==> config.mk <==
export PLATFORM = sky130hd
export DESIGN_NAME = prog_mem_ctrl
export DESIGN_NICKNAME = d
export VERILOG_FILES = /design/src/rtl/prog_mem_ctrl.sv
export SDC_FILE = /design/constraint.sdc
export NUM_CORES = 1
export LEC_CHECK = 0
export ABC_CLOCK_PERIOD_IN_PS = 5400
export CAP_MARGIN = 20
export CORE_ASPECT_RATIO = 0.6
export CORE_MARGIN = 2
export CORE_UTILIZATION = 53
export DETAILED_ROUTE_END_ITERATION = 16
export GPL_ROUTABILITY_DRIVEN = 0
export GPL_TIMING_DRIVEN = 0
export HOLD_SLACK_MARGIN = 0.12
export PLACE_DENSITY = 0.94
export SLEW_MARGIN = 5
export SYNTH_ARGS = -nofsm -noshare
export SYNTH_HDL_FRONTEND = slang
export SYNTH_SLANG_ARGS = --single-unit
==> constraint.sdc <==
create_clock -name clk -period 5.4 [get_ports clk]
set_input_delay 1.08 -clock clk [delete_from_list [all_inputs] [get_ports clk]]
set_output_delay 1.08 -clock clk [all_outputs]
set_load 0.02 [all_outputs]
==> src/rtl/prog_mem_ctrl.sv <==
// -----------------------------------------------------------------------------
// prog_mem_ctrl
//   Sequencer for the Salamander-4 writable program memory. After reset it
//   zero-fills the whole array. It then accepts a program image over a
//   valid/ready load port and re-reads the loaded words to compare an XOR
//   checksum. It only releases the core (CPU_STALL=0) once that check passes.
//   This block is the sole owner of the memory address and write enable.
//
// Ports
//   clk, rst                 single clock, synchronous active-high reset
//   LD_START, LD_LEN         load request and word count (0 = full depth)
//   LD_VALID, LD_DATA        loader word stream
//   LD_READY                 high for the whole LOAD state
//   LD_DONE                  one-cycle pulse when verify completes
//   LD_ERR                   verify mismatch flag, held until the next load
//   FETCH_ADDR, FETCH_DATA   core fetch path (combinational in RUN)
//   CPU_STALL                core hold request (low only in RUN)
//   MEM_ADDR, MEM_WE,
//   MEM_WDATA, MEM_RDATA     program memory port (async read)
// -----------------------------------------------------------------------------
module prog_mem_ctrl #(
   parameter int DATA_SIZE = 6,
   parameter int ADDR_SIZE = 5
) (
   input  logic                 clk,
   input  logic                 rst,
   input  logic                 LD_START,
   input  logic [ADDR_SIZE-1:0] LD_LEN,
   input  logic                 LD_VALID,
   input  logic [DATA_SIZE-1:0] LD_DATA,
   output logic                 LD_READY,
   output logic                 LD_DONE,
   output logic                 LD_ERR,
   input  logic [ADDR_SIZE-1:0] FETCH_ADDR,
   output logic [DATA_SIZE-1:0] FETCH_DATA,
   output logic                 CPU_STALL,
   output logic [ADDR_SIZE-1:0] MEM_ADDR,
   output logic                 MEM_WE,
   output logic [DATA_SIZE-1:0] MEM_WDATA,
   input  logic [DATA_SIZE-1:0] MEM_RDATA
);

   // Counter and length carry one extra bit so a full-depth load
   // (length 2^ADDR_SIZE) is representable and terminates without aliasing.
   localparam int CW = ADDR_SIZE + 1;
   localparam logic [CW-1:0] ONE       = {{ADDR_SIZE{1'b0}}, 1'b1};
   localparam logic [CW-1:0] DEPTH     = {1'b1, {ADDR_SIZE{1'b0}}};
   localparam logic [CW-1:0] LAST_ADDR = {1'b0, {ADDR_SIZE{1'b1}}};

   typedef enum logic [2:0] {
      ST_CLEAR  = 3'd0,
      ST_IDLE   = 3'd1,
      ST_LOAD   = 3'd2,
      ST_VERIFY = 3'd3,
      ST_RUN    = 3'd4
   } state_t;

   state_t               state_r;
   state_t               state_s;
   logic [CW-1:0]        cnt_r;
   logic [CW-1:0]        len_r;
   logic [DATA_SIZE-1:0] ld_sum_r;
   logic [DATA_SIZE-1:0] vf_sum_r;
   logic                 err_r;
   logic                 done_r;

   logic                 accept_s;
   logic                 last_s;
   logic                 match_s;
   logic                 start_s;

   // A word moves only in LOAD with LD_VALID; last_s marks index len-1.
   assign accept_s = (state_r == ST_LOAD) && LD_VALID;
   assign last_s   = (cnt_r == (len_r - ONE));
   // Final verify compare folds in the word read on the last VERIFY cycle.
   assign match_s  = ((vf_sum_r ^ MEM_RDATA) == ld_sum_r);
   assign start_s  = ((state_r == ST_IDLE) || (state_r == ST_RUN)) && LD_START;

   // State register.
   always_ff @(posedge clk) begin
      if (rst) begin
         state_r <= ST_CLEAR;
      end else begin
         state_r <= state_s;
      end
   end

   // Next-state decode.
   always_comb begin
      state_s = state_r;
      case (state_r)
         ST_CLEAR: begin
            if (cnt_r == LAST_ADDR) begin
               state_s = ST_IDLE;
            end else begin
               state_s = ST_CLEAR;
            end
         end
         ST_IDLE, ST_RUN: begin
            if (LD_START) begin
               state_s = ST_LOAD;
            end else begin
               state_s = state_r;
            end
         end
         ST_LOAD: begin
            if (accept_s && last_s) begin
               state_s = ST_VERIFY;
            end else begin
               state_s = ST_LOAD;
            end
         end
         ST_VERIFY: begin
            if (last_s) begin
               state_s = match_s ? ST_RUN : ST_IDLE;
            end else begin
               state_s = ST_VERIFY;
            end
         end
         default: state_s = ST_CLEAR;
      endcase
   end

   // Address counter, latched length, checksums and status flags.
   always_ff @(posedge clk) begin
      if (rst) begin
         cnt_r    <= {CW{1'b0}};
         len_r    <= DEPTH;
         ld_sum_r <= {DATA_SIZE{1'b0}};
         vf_sum_r <= {DATA_SIZE{1'b0}};
         err_r    <= 1'b0;
         done_r   <= 1'b0;
      end else begin
         done_r <= 1'b0;
         case (state_r)
            ST_CLEAR: begin
               if (cnt_r == LAST_ADDR) begin
                  cnt_r <= {CW{1'b0}};
               end else begin
                  cnt_r <= cnt_r + ONE;
               end
            end
            ST_IDLE, ST_RUN: begin
               if (start_s) begin
                  len_r    <= (LD_LEN == {ADDR_SIZE{1'b0}}) ? DEPTH : {1'b0, LD_LEN};
                  cnt_r    <= {CW{1'b0}};
                  ld_sum_r <= {DATA_SIZE{1'b0}};
                  err_r    <= 1'b0;
               end
            end
            ST_LOAD: begin
               if (accept_s) begin
                  ld_sum_r <= ld_sum_r ^ LD_DATA;
                  if (last_s) begin
                     cnt_r    <= {CW{1'b0}};
                     vf_sum_r <= {DATA_SIZE{1'b0}};
                  end else begin
                     cnt_r <= cnt_r + ONE;
                  end
               end
            end
            ST_VERIFY: begin
               if (last_s) begin
                  cnt_r  <= {CW{1'b0}};
                  done_r <= 1'b1;
                  err_r  <= ~match_s;
               end else begin
                  vf_sum_r <= vf_sum_r ^ MEM_RDATA;
                  cnt_r    <= cnt_r + ONE;
               end
            end
            default: begin
               cnt_r <= {CW{1'b0}};
            end
         endcase
      end
   end

   // Memory port and core interface decode; fetch path is combinational in RUN.
   always_comb begin
      MEM_ADDR   = cnt_r[ADDR_SIZE-1:0];
      MEM_WE     = 1'b0;
      MEM_WDATA  = {DATA_SIZE{1'b0}};
      LD_READY   = 1'b0;
      CPU_STALL  = 1'b1;
      FETCH_DATA = {DATA_SIZE{1'b0}};
      case (state_r)
         ST_CLEAR: begin
            MEM_WE = 1'b1;
         end
         ST_LOAD: begin
            LD_READY  = 1'b1;
            MEM_WE    = LD_VALID;
            MEM_WDATA = LD_DATA;
         end
         ST_RUN: begin
            MEM_ADDR   = FETCH_ADDR;
            CPU_STALL  = 1'b0;
            FETCH_DATA = MEM_RDATA;
         end
         default: begin
            MEM_WE = 1'b0;
         end
      endcase
   end

   assign LD_DONE = done_r;
   assign LD_ERR  = err_r;

endmodule

-- Word level (Yosys, flattened, before mapping)
Cells that the tools add are included.
- input bits: 26
- register bits after elaboration: 29
- logic and storage cells: 70
- equal/unequal tests: 13
- add/subtract/negate cells: 2
- reductions and logical operators: 16
- bitwise logic cells: 4
- mux-type cells: 28
- operators with widths (kind ; count):
    $mux W6 ; 11
    $pmux W6 S2 ; 2
    $pmux W6 S4 ; 1
    $eq A6 B6 Y1 ; 2
    $ne A2 B2 Y1 const B ; 6
    $pmux W3 S4 ; 1
    $xor A6 B6 Y6 ; 2
    $mux W3 ; 3
    $mux W1 ; 7
    $add A6 B1 Y6 const B ; 1
    $eq A3 B2 Y1 const B ; 2
    $eq A6 B5 Y1 const B ; 1
    $reduce_and A3 Y1 ; 2
    $reduce_bool A2 Y1 ; 3
    $sub A6 B1 Y6 const B ; 1
    $logic_not A5 Y1 ; 1
    $mux W5 ; 1
    $pmux W1 S2 ; 2
    $reduce_and A2 Y1 ; 2
    $reduce_and A4 Y1 ; 1
    $reduce_or A2 Y1 ; 2
    $eq A3 B1 Y1 const B ; 1
    $eq A3 B3 Y1 const B ; 1
    $logic_and A1 B1 Y1 ; 3
    3 further kinds ; 4

-- Depth between registers and ports, before layout
Gate-level depths: netlist (run 1).
- word-level depth: 5
- depth in mapped cells: 8
- gate-level depth less buffers: 7

-- Least setup slack after synthesis (run 1)
No wires, ideal clock.
- path type: input to output
- start point: input port LD_VALID
- end point: output port MEM_WE
- data required time: 4320 ps
- buffers on the path: 0
- arrival: 1674 ps
- cell stages on the path: 2
- path slack: 2646 ps
- path through: inv_1 a211oi_1
- word-level cells in the longest chain between the ends: 1
- RTL lines (element ; RTL line ; RTL):
    start: declaration ; 29 ; input logic LD_VALID,
    $pmux W1 S2 ; 187 ; case (state_r)
    end: declaration ; 38 ; output logic MEM_WE,
Every way passes these cells.

-- Worst setup path in the final report (run 1)
- start point: register state_r[1]
- end point: output port MEM_ADDR[2]
- word-level cells in the longest chain between the ends: 2
- RTL lines (element ; RTL line ; RTL):
    start: declaration ; 58 ; state_t state_r;
    start signal: assignment ; 84 ; state_r <= state_s;
    $eq A3 B3 Y1 ; 187 ;
    $mux W5 ; 187 ;
    end: declaration ; 37 ; output logic [ADDR_SIZE-1:0] MEM_ADDR,
Every way passes these cells.

==> results of run 1 <==
## stage by stage
stage | setup slack (ns) | total power [µW] | area (µm²) | utilization
floorplan | 2.65 | 241 | 1930 | -
global placement | 1.82 | 269 | 2460 | 0.732
detailed placement | 1.82 | 270 | 2460 | 0.732
CTS | 1.82 | 445 | 2540 | 0.756
global route | 1.74 | 461 | 2540 | 0.756
finish | 1.78 | 446 | 2540 | 0.756
## critical path: cells and delay by family (launching register included)
kind,cells,cell delay (ns)
flip-flops,1,0.33
AND/OR/NAND/NOR,2,0.62
buffers and inverters,3,0.93
multiplexers,1,0.36
## flip-flops by register name, indices dropped and copies added (netlist names)
| register | cells |
|---|---|
| cnt_r | 6 |
| ld_sum_r | 6 |
| len_r | 6 |
| vf_sum_r | 6 |
| state_r | 3 |
| LD_DONE | 1 |
| LD_ERR | 1 |
## power breakdown
group | switching [µW] | total, µW | internal (µW)
combinational | 20.0 | 47.8 | 27.7
sequential | 2.56 | 218 | 216
clock | 90.2 | 179 | 89.1
total | 113 | 446 | 333
## Yosys cell counts, types with 7 or more instances
library cell  number  area [µm²]
nand2_1           19        71.3
and2_1            14        87.6
nand4_1            8        50.1
inv_1              9        33.8
and3_1             8        50.1
xnor2_1           12         105
buf_2              7        35.0
dfxtp_1           29         581
a21oi_1           12        60.1
xor2_1            11        96.3
o22ai_1            7        43.8
nor2_1            26        97.6
## final cells by class
class                      instances  area [µm²]  area share
clock buffer                       6        72.6      0.0285
inverter                           9        33.8      0.0133
timing repair buffer              47         470       0.185
clock inverter                     2        10.0     0.00394
sequential                        29         581       0.228
tap                               45        56.3      0.0221
multi-input combinational        180        1250       0.493
buffer                            13        65.1      0.0256
## path summary, 6_finish.rpt
path               start     endpoint  slack (ns)  cells after the start
min reg2reg  vf_sum_r[4]  vf_sum_r[4]        0.51                      2
min          vf_sum_r[4]  vf_sum_r[4]        0.51                      2
max           state_r[1]  MEM_ADDR[2]        1.78                      6
max reg2reg     len_r[0]   state_r[0]        3.20                      7
## routing by layer
metal,share of wire,vias up
met4,0.016,0
met5,0,-
li1,-,931
met2,0.42,103
met1,0.47,909
met3,0.10,13
## cell families after synthesis
logic type	after synthesis
XOR/XNOR	27
buffers and inverters	22
flip-flops	29
adder cells (fa/ha/maj)	2
multiplexers	10
AND/OR/NAND/NOR	99
AO/OA/AOI/OAI	42
==> impl_results.md, run 1 <==
- Outcome: finished clean
- Initial Util: 0.575
- CTS tree: done
- Residual DRC: 0
- Vias per cell: a little under 6
- Worst Path Max Fanout: 10
- Core area: about 3400 µm²
- Total CTS buffers: 5
- # hold bufs at CTS: 0
- Hold Crit Class: reg -> reg
- Most Crowded Layer GR: met1
- Max-cap violation count: 0
- CP dominant cell by count: buf_2
- GR met3 Demand/Resource: 0.0881
- DR vias: 1,956
- Drt first-iter violations: approximately 290
- Mean Syn Cell Area: 8.37 µm²
- Ys flop type: dfxtp_1
- Cells after synthesis: 231
- Io pins: 48
- GR Overflow Total: 0
- Crit. End Element: primary output
- Ant diodes: 0
- Netlist cell types: between 40 and 50
- Worst-Skew Late Latency: 0.30 ns
- Area Overhead vs Synth: 31.5%
- Pleak: 0.000954 µW
- Warnings from Yosys: 0
- Clk_skew: 0.0104 ns
- Drt wl/cell: about 16 µm
- Non-filler cells, final: about 330
- RSZ-0062 raised after global routing: no
- PortBufs: 47
- Setup TNS Final: 0 ns
- Register area share after synthesis: 0.300
- CP max stage cell: clkdlybuf4s50_1
- CP Class: reg -> out
- Detailed Route WL: about 5300 µm
- Post-CTS Setup Bufs: 0
- Met1 usage: 0.405
- Hold WS: between 0.5 and 0.6 ns
- Clock sink count: 29
- Cells after DPL: ~320
- Synthesized area: slightly below 2000 µm²
- Core Rows: 16
- Final setup fails: 0
- Share of cells above drive strength 1: 0.101
- Critical Path RT: between 4 and 5 ns
- Initial antenna violation count: 0
- Fmax: approximately 0.28 GHz
- Max-slew headroom: 0.526
- Die area: between 4000 and 5000 µm²
- Post-synthesis mux area share: 0.0550
- Vias in the first global route: ~1,700
- Net count reported at finish: around 310
- Final Max Tran Viols: 0
- Antenna-violating nets left: 0
- Post-synthesis compound-gate area fraction: 0.149
- Final Cycle Share: 0.670
- Drt pass-1 iters: 5
- Worst-case clock buffer depth: 2
- Post-CTS resize count: 0
- Die Width: just over 80 µm
- M2 GR Usage: 0.371
- Die height: 50.8 µm
- Slew of the pin with the lowest slew margin: between 0.7 and 0.8 ns
- Fin crit period: ~3.6 ns
- Peak VDD IR: 0.138 mV
- Critical path, cell by cell: buf_2, nor2_1, and2_1, buf_2, mux2_2, clkdlybuf4s50_1
- Synth Area in Adders: 0.0129
- CP peak stage delay: 0.54 ns
- Arrival time worst endpoint: 2.54 ns
- Final Hold Viols: 0
- Largest net degree at the start of global routing: 11
- CTS H-Tree Depth: 2
- Synthesized Nets: 259
- Dpl hpwl: 3920 µm
- Post-synth ARST share: 0
- Most frequent cells in the layout: clkdlybuf4s50_1, dfxtp_1, nor2_1, nand2_1, and2_1
- Most common cell after layout, fill and taps aside: clkdlybuf4s50_1
- Post-synth EDFFs: 0
- Simple-gate share of the synthesized area: 0.281
- XOR/XNOR Fraction of Synth Area: 0.151
- Fillers: around 250
- #FFs+latches synth: 29
- CTS clk-pin slew, worst paths: roughly 0.070 ns
- First-pass GRT wire length: approximately 8500 µm
- Root buf cell: clkbuf_8
- Gr usage total: 0.277
- Crit start category: register
- Power Density: around 180 nW/µm²
- Combinational family with the most area after synthesis: simple AND/OR/NAND/NOR gates
Power figures use the tool's default switching activity.
==> inputs of run 2 (changes only) <==
--- a/config.mk
+++ b/config.mk
@@ -5,16 +5,16 @@
 export SDC_FILE = /design/constraint.sdc
 export NUM_CORES = 1
 export LEC_CHECK = 0
-export ABC_CLOCK_PERIOD_IN_PS = 5400
+export ABC_CLOCK_PERIOD_IN_PS = 3300
 export CAP_MARGIN = 20
 export CORE_ASPECT_RATIO = 0.6
 export CORE_MARGIN = 2
-export CORE_UTILIZATION = 53
+export CORE_UTILIZATION = 45
 export DETAILED_ROUTE_END_ITERATION = 16
 export GPL_ROUTABILITY_DRIVEN = 0
 export GPL_TIMING_DRIVEN = 0
 export HOLD_SLACK_MARGIN = 0.12
-export PLACE_DENSITY = 0.94
+export PLACE_DENSITY = 0.86
 export SLEW_MARGIN = 5
 export SYNTH_ARGS = -nofsm -noshare
 export SYNTH_HDL_FRONTEND = slang
==> constraint.sdc (replaced) <==
create_clock -name clk -period 3.3 [get_ports clk]
set_input_delay 0.66 -clock clk [delete_from_list [all_inputs] [get_ports clk]]
set_output_delay 0.66 -clock clk [all_outputs]
set_load 0.02 [all_outputs]
==> impl_results.md, run 2 (synthesis gave the netlist of run 1 again) <==
- Die Width: just under 90 µm
- CP dominant cell by count: buf_2
- Vias in the first global route: ~1,700
- Post-Route M1 WL: around 2500 µm
- Total CTS buffers: 5
- Fin crit period: about 3.2 ns
- Initial antenna violation count: 0
- Residual DRC: 0
- CP max stage cell: clkdlybuf4s50_1
- Dpl hpwl: 3980 µm
- Top sig layer: met4
- Critical path origin: state_r[1]
- Flop2flop setup slack: 1.07 ns
- Final Cycle Share: 0.966
- Met3 Wirelength: around 440 µm
- PortBufs: 47
- Fmax: between 0.3 and 0.4 GHz
- Placed cell areas: ~2500 µm²
- Net count reported at finish: roughly 310
- Drt first-iter violations: 200
- DR vias: roughly 1,900
- Post-layout util: 0.626
- Cells after DPL: between 300 and 400
- Antenna-violating nets left: 0
- Power Density: about 300 nW/µm²
- RSZ-0062 raised after global routing: no
- Area Overhead vs Synth: 33.4%
- Largest net degree at the start of global routing: 11
- Share of cells above drive strength 1: 0.105
- Clock sink count: 29
- Final setup fails: 0
- Outcome: finished clean
- Worst r2r src: len_r[0]
- Io pins: 48
- Finished Cell Area: ~2600 µm²
- Critical path, cell by cell: buf_2, nor2_1, and2_1, buf_2, mux2_2, clkdlybuf4s50_1
- CTS H-Tree Depth: 2
- Worst-case clock buffer depth: 2
- Max-cap violation count: 0
- Slew of the pin with the lowest slew margin: between 0.6 and 0.7 ns
- Critical Path RT: between 2 and 3 ns
- Crit. End Element: primary output
- Root buf cell: clkbuf_8
- Hold Crit Class: reg -> reg
- CP Class: reg -> out
- Post-CTS resize count: 0
- Area of the multi-input gates: around 1300 µm²
- Routed wl met2: roughly 2200 µm
- Most frequent cells in the layout: clkdlybuf4s50_1, dfxtp_1, nor2_1, nand2_1, and2_1
- CTS clk-pin slew, worst paths: ~0.07 ns
- CTS tree: done
- R2R depth: 7
- Crit start category: register
- Worst-Skew Late Latency: ~0.29 ns
- First-pass GRT wire length: a little over 8000 µm
- CP top delay family: buffers and inverters
- Drt wl/cell: 15.1 µm
- Die height: around 55 µm
- Non-filler cells, final: 346
- Arrival time worst endpoint: between 2 and 3 ns
- Peak VDD IR: between 0.2 and 0.25 mV
- Die area: 4860 µm²
- Critical path depth: 6
- CP peak stage delay: approximately 0.54 ns
- Pleak: slightly below 0.001 µW
- Worst Setup EP: MEM_ADDR[1]
- Ant diodes: 0
- # hold bufs at CTS: 0
- Initial Util: 0.469
- Final Hold Viols: 0
- Most common cell after layout, fill and taps aside: clkdlybuf4s50_1
- Detailed Route WL: about 5200 µm
- Core Rows: 18
- Worst Path Max Fanout: 10
- Drt pass-1 iters: 4
- Post-CTS Setup Bufs: 0
- Gr usage total: 0.230
- Setup TNS Final: 0 ns
- Core area: around 4100 µm²
- GR Overflow Total: 0
- Register Area: slightly below 600 µm²
- Bufs and invs on worst path: 3
- Max-slew headroom: 0.539
- Final Max Tran Viols: 0
- Clk_skew: just under 0.003 ns
- Fillers: ~360
- Worst r2r dst: state_r[2]
- Vias per cell: approximately 5.4
[run 2: cell types whose count changed in the layout (fill, tap and decap cells not counted), sizes merged]
cell    before  now
clkinv       2    1
clkbuf      11   12
[run 2: tightest hold or removal path, cell delays in order, from the launching register on]
cell and delay [ns]:
dfxtp_1 0.34, nand4_1 0.07, a21oi_1 0.06
[run 2: area by class of cell]
type	instances	area share
plain buffers	13	0.0252
flip-flops and latches	29	0.225
well taps	60	0.0291
inverters	9	0.0131
clock inverters	1	0.00194
multi-input cells	180	0.486
repair buffers	47	0.182
clock buffers	7	0.0373
[run 2: routing by layer]
metal  up-vias  track usage
li1        926            -
met1       873        0.340
met2        78        0.322
met3         5       0.0633
met4         0       0.0682
met5         -            0
[run 2: how the worst min path moves through the flow]
stage | startpoint | end | slack [ns] | depth (start not counted)
after floorplan | vf_sum_r[0] | vf_sum_r[0] | 0.47 | 2
after global routing | vf_sum_r[3] | vf_sum_r[3] | 0.55 | 2
after CTS | vf_sum_r[3] | vf_sum_r[3] | 0.52 | 2
final | vf_sum_r[5] | vf_sum_r[5] | 0.52 | 2
after detailed placement | vf_sum_r[3] | vf_sum_r[3] | 0.51 | 2
after global placement | vf_sum_r[2] | vf_sum_r[2] | 0.49 | 2
[run 2: power breakdown]
| group | switching, µW | leakage (µW) | internal (µW) |
|---|---|---|---|
| Clock | 148 | 0.0000542 | 188 |
| Sequential | 4.39 | 0.000234 | 353 |
| Combinational | 32.6 | 0.000675 | 45.4 |
[run 2: through the flow]
stage                     hold slack [ns]  setup WS (ns)  total power [µW]
after floorplan                     0.473           1.32               394
after global placement              0.490          0.495               441
after detailed placement            0.506          0.460               443
after CTS                           0.519          0.125               772
after global routing                0.547         0.0551               791
final                               0.518          0.113               771
==> edit 1, RTL diff (config.mk and constraints of run 2) <==
Put one more register stage on the output `LD_ERR`. The value now appears one clock later. The other outputs are not delayed to match.
--- a/src/rtl/prog_mem_ctrl.sv
+++ b/src/rtl/prog_mem_ctrl.sv
@@ -206,5 +206,7 @@
 
    assign LD_DONE = done_r;
-   assign LD_ERR  = err_r;
+   always_ff @(posedge clk) begin
+      LD_ERR <= err_r;
+   end
 
 endmodule
Formal check against the unedited RTL: same outputs for any inputs over 10 cycles, from zero or initial values and one cycle with rst high; that may be too few to reach the edited logic, so the function may still have changed.
==> edit 1 against run 2 <==
Non-clock buffer count unchanged. Total power is 2.4% lower. Sequential cell count grew 1. Synthesized cell count rose by 0.43%. Worst setup slack improved by 5.0 ps. Clock skew rose by 5.4 ps. Synthesized area is 0.97% lower. Cell area fell by 0.87%. Routed wire length decreased by 4.3%.
==> edit 1: results (changes against run 2) <==
Placement
  • Port buffer count: 47 (unchanged)
  • Dpl hpwl: 3.80 mm (-4.5%)
  • Dpl cells: 339 (+0.30%)
  • Cell Area, Placed: 0.00246 sq mm (-0.76%)

Yosys
  • Top_reg_cell synth: dfxtp_1
  • Synth cell types: 45 (-8.2%)
  • Synthesized area per cell: 8.26 sq um (-1.4%)
  • Ranking of synthesized cells by area: dfxtp_1 (31%), xnor2_1 (8.2%), xor2_1 (5.9%)
  • Syn Nets: 260 (+0.39%)
  • Seq/Total Area, Yosys: 31.4% (+1.3 points)
  • Async set-or-reset flop fraction in the synthesized netlist: 0% (unchanged)
  • Synthesis Warnings: 0 (unchanged)
  • Most common library cells after synthesis: dfxtp_1 (30), nand2_1 (27), nor2_1 (20)

CTS
  • Worst-Skew Late Latency: between 200 and 300 ps
  • Clock slew at reported path FFs: ~60 ps
  • CTS Buf Count: 5 (unchanged)
  • H-tree levels: 2 (unchanged)
  • Maximum clock path buffer count: 2 (unchanged)
  • Root Buffer: clkbuf_8

Setup path
  • RR Endpoint: state_r[0]
  • Slowest CP cell: clkdlybuf4s50_1
  • RR Startpoint: len_r[0]
  • Worst Path Arrival: 2520 ps (about the same)
  • Critical Path Start: state_r[0]
  • Crit-path max FO: 10 (unchanged)
  • Worst Reg-to-Reg Cells: 6 (-1)
  • Slowest stage delay, CP: 540 ps (about the same)
  • CP top delay family: buffers and inverters
  • FF-to-FF setup slack: 960 ps (-110 ps)
  • Critical Path End: MEM_ADDR[3]

Layout
  • Antenna cells: 0 (unchanged)
  • Layout cells sized above 1: 10.8% (+0.31 points)
  • Nets: 314 (+0.32%)

Status
  • Outcome: finished, final reports clean

Flow run
  • Max-cap violations: 0 (unchanged)

Detailed routing
  • Vias per cell: 5.41 (-0.61%)
  • DR WL/cell: 14.4 um (-4.5%)
  • First-pass iteration count of the detailed router: 4 (unchanged)
  • Initial drt markers: 134 (-33%)
  • Via count: 1,876 (-0.32%)

Global route
  • Vias in the first global route: 1,772 (+2.5%)
  • Initial antenna violation count: 0 (unchanged)
  • First-pass GRT wire length: 8.22 mm (-0.59%)
  • Largest net degree at the start of global routing: 11 (unchanged)
  • GRT Total Usage: 22.6% (-0.45 points)

Pwr
  • VDD IR max: 0.155 mV (-24%)
  • P_leak: 0.938 nW (-2.6%)

Hold path
  • Min-delay worst type: flop to flop

Timing
  • Clock Skew: 8.38 ps (+5.42 ps)
  • Rel. slew slack: 48.0% (-5.8 points)
## edit 1: cell count changes after synthesis, sizes merged, moves of 3 or more
cell   before  now
o22ai       7    1
and3        8    2
xnor3       4    0
or2         0    5
nor4        5    2
nand2      19   27
nor2       27   20
xnor2      12   18
a22o        1    6
## edit 1: worst min-delay path by stage
stage | startpoint | end | slack [ps] | cells after the start
6_report | err_r | LD_ERR | 380 | 0
4_1_cts | err_r | LD_ERR | 380 | 0
5_1_grt | err_r | LD_ERR | 390 | 0
3_3_place_gp | err_r | LD_ERR | 370 | 0
3_5_place_dp | err_r | LD_ERR | 370 | 0
2_1_floorplan | err_r | LD_ERR | 350 | 0
## edit 1: metal layers
layer	up-vias	global-route usage, %	share of wire (%)
met4	0	8.08	1.3
met5	-	0	0
met3	9	7.09	9.1
met2	83	33.1	41
met1	869	31.3	49
li1	915	-	-
## edit 1: where the power goes
part           internal [mW]  switching (mW)  total (mW)
sequential             0.365         0.00425       0.370
combinational         0.0467          0.0330      0.0797
clock                  0.168           0.136       0.304
total                  0.580           0.173       0.753
## edit 1: final cells by class
cell class	instances	area [sq um]
clock inverter	1	5.00
clock buffer	7	86.3
inverter	9	33.8
fill	368	1540
multi-input combinational	180	1220
buffer	13	62.6
timing repair buffer	47	470
sequential	30	601
tap	60	75.1
## edit 1: per-stage QoR
stage	worst slack (ps)	utilization [%]	hold WS, ps
after global routing	8.60	62.4	393
after CTS	117	62.4	382
final	118	62.4	384
after detailed placement	61.6	60.0	374
after floorplan	966	-	351
after global placement	98.3	60.0	367
## edit 1: cells by family after synthesis
logic type | synth area share (%)
and+or+nand+nor | 27.2
AOI/OAI and AO/OA | 15.4
xor gates and xnor gates | 14.2
DFF | 31.4
buffers and inverters | 4.96
muxes | 5.55
adders and majority gates | 1.31
## edit 1: what timing repair did
item | in CTS | in global routing
resized for setup | 2 | 0
setup endpoints to repair | 7 | 0
hold buffers | 0 | 0
buffers inserted | 0 | 0
==> edit 2, RTL diff (config.mk and constraints of run 2) <==
Made on the original files. The parameter `DATA_SIZE` goes from 6 to 8.
--- a/src/rtl/prog_mem_ctrl.sv
+++ b/src/rtl/prog_mem_ctrl.sv
@@ -20,5 +20,5 @@
 // -----------------------------------------------------------------------------
 module prog_mem_ctrl #(
-   parameter int DATA_SIZE = 6,
+   parameter int DATA_SIZE = 8,
    parameter int ADDR_SIZE = 5
 ) (
Ports: changed (resized FETCH_DATA, LD_DATA, MEM_RDATA and MEM_WDATA); port bits go from 48 to 56. No check against the original RTL was run, so the function may have changed too.
==> edit 2 against run 2 <==
Count of clock-buffer cells in the layout unchanged. Synthesized cell count up 12%. Fmax up 0.52%. Final cell count up 11%. Routed wire length up 25%. Synthesized area up 17%. Sequential cell count up 4. Worst setup slack better by 16 ps. Via count up 21%. Cell area up 17%. Die area up 16%. Critical endpoint is now MEM_ADDR[2]. Largest cell class unchanged. Highest routed layer unchanged.
Power is not compared: it rests on default switching activity, and its combinational part moved more than twofold at a synthesized area within 25%.
==> edit 2: results (changes against run 2) <==
Status
  • Outcome: finished, final reports clean

Detailed routing
  • First-pass iteration count of the detailed router: 6 (+2)
  • Met1 WL: 3.01 mm (+19%)
  • Met2 WL: 2.73 mm (+23%)
  • Vias per cell: 5.95 (+9.4%)
  • Initial drt markers: 247 (+24%)
  • DR WL/cell: 17.0 um (+13%)
  • Met3 Wirelength: 665 um (+53%)

Yosys
  • Post-synthesis mux area share: 4.69% (-0.81 points)
  • Complex-gate fraction of the synthesized area: 14.2% (-0.71 points)
  • Xor/xnor cell area share of the yosys netlist: 14.8% (-0.23 points)
  • Syn Nets: 290 (+12%)
  • Seq/Total Area, Yosys: 29.1% (-0.89 points)
  • Post-synthesis adder-cell area fraction: 1.10% (-0.19 points)
  • Most common library cells after synthesis: dfxtp_1 (33), nor2_1 (29), xor2_1 (13)
  • Synth cell types: 52 (+6.1%)
  • Ranking of synthesized cells by area: dfxtp_1 (29%), xnor3_1 (6.0%), xor2_1 (5.0%)

CTS
  • CTS-repair resized insts: 1 (+1)
  • Root Buffer: clkbuf_8

Global route
  • GRT Total Usage: 24.7% (+1.7 points)
  • First-pass GRT wire length: 10.4 mm (+25%)
  • Vias in the first global route: 2,099 (+21%)

Hold path
  • Startpoint of the worst hold path: len_r[5]
  • Worst Hold Path EP: len_r[5]

Setup path
  • Worst Path Arrival: 2510 ps (-20 ps)
  • Worst Reg-to-Reg Cells: 8 (+1)
  • RR Endpoint: cnt_r[4]

Timing
  • Clock Skew: 4.01 ps (+1.04 ps)
  • Min Hold Slack: 531 ps (+12.9 ps)
  • Rel. slew slack: 65.7% (+12 points)

Die
  • Core area: 0.00471 sq mm (+14%)

Layout
  • Layout cells sized above 1: 11.5% (+1.0 points)
  • Nets: 352 (+12%)

Placement
  • Cell Area, Placed: 0.00290 sq mm (+17%)
  • Port buffer count: 55 (+17%)
  • Dpl hpwl: 4.78 mm (+20%)

Pwr
  • P_leak: about 1.1 nW
==> edit 2: cell count changes in the layout (fill, tap and decap cells not counted), sizes merged, moves of 4 or more <==
| cell | before | now |
|---|---|---|
| clkbuf | 12 | 19 |
| inv | 9 | 5 |
| a21oi | 13 | 6 |
| nand2 | 19 | 11 |
| clkdlybuf4s50 | 47 | 55 |
| dfxtp | 29 | 33 |
| o311ai | 1 | 8 |
| nand2b | 0 | 10 |
| nand4 | 8 | 2 |
| nor4b | 1 | 8 |
| o21ai | 4 | 8 |
| or4b | 1 | 10 |
==> edit 2: worst max-delay path, stage by stage (launching register included) <==
cell             delay, ps
dfxtp_1                330
buf_2                  190
nor2_2                 360
and2_1                 180
clkbuf_1               240
mux2_2                 370
clkdlybuf4s50_1        540
==> edit 2: layout make-up <==
cell class	instances	area, sq um
Fill cell	406	1690
Multi-Input combinational cell	201	1490
Sequential cell	33	661
Timing Repair Buffer	55	551
Buffer	19	104
Clock buffer	7	86.3
Tap cell	63	78.8
Clock inverter	1	30.0
Inverter	5	18.8
==> edit 2: cell families (layout without fill, tap and decap cells) <==
kind of cell | count (synthesis) | in the layout
AO/OA/AOI/OAI | 46 | 46
XOR/XNOR | 29 | 29
adder cells (fa/ha/maj) | 2 | 2
buffers and inverters | 24 | 87
flip-flops | 33 | 33
multiplexers | 10 | 10
AND/OR/NAND/NOR | 114 | 114
==> edit 2: how the worst max path moves through the flow <==
stage	from	endpoint	slack (ps)
6_report	state_r[0]	MEM_ADDR[2]	130
5_1_grt	state_r[0]	MEM_ADDR[2]	20
4_1_cts	state_r[0]	MEM_ADDR[4]	140
3_5_place_dp	state_r[0]	MEM_ADDR[2]	270
3_3_place_gp	state_r[0]	MEM_ADDR[0]	300
2_1_floorplan	state_r[0]	MEM_ADDR[0]	1150
==> edit 2: per-layer routing <==
metal	vias to the layer above	track usage, %
li1	1063	-
met1	1055	35.3
met2	144	35.1
met3	22	7.25
met4	0	9.80
met5	-	0
==> edit 2: per-stage QoR <==
step / cells / worst slack (ps) / utilization (%)
6_report: 384 / 130 / 64.1
5_1_grt: 384 / 19.5 / 64.1
4_1_cts: 384 / 138 / 64.1
3_5_place_dp: 376 / 274 / 61.6
3_3_place_gp: 376 / 302 / 61.6
2_1_floorplan: 258 / 1150 / -
==> edit 2: where the power goes <==
group	internal (mW)	switching [mW]	leakage, nW
sequential	0.409	0.0170	0.267
clock	0.246	0.156	0.0585
combinational	0.0950	0.0821	0.757
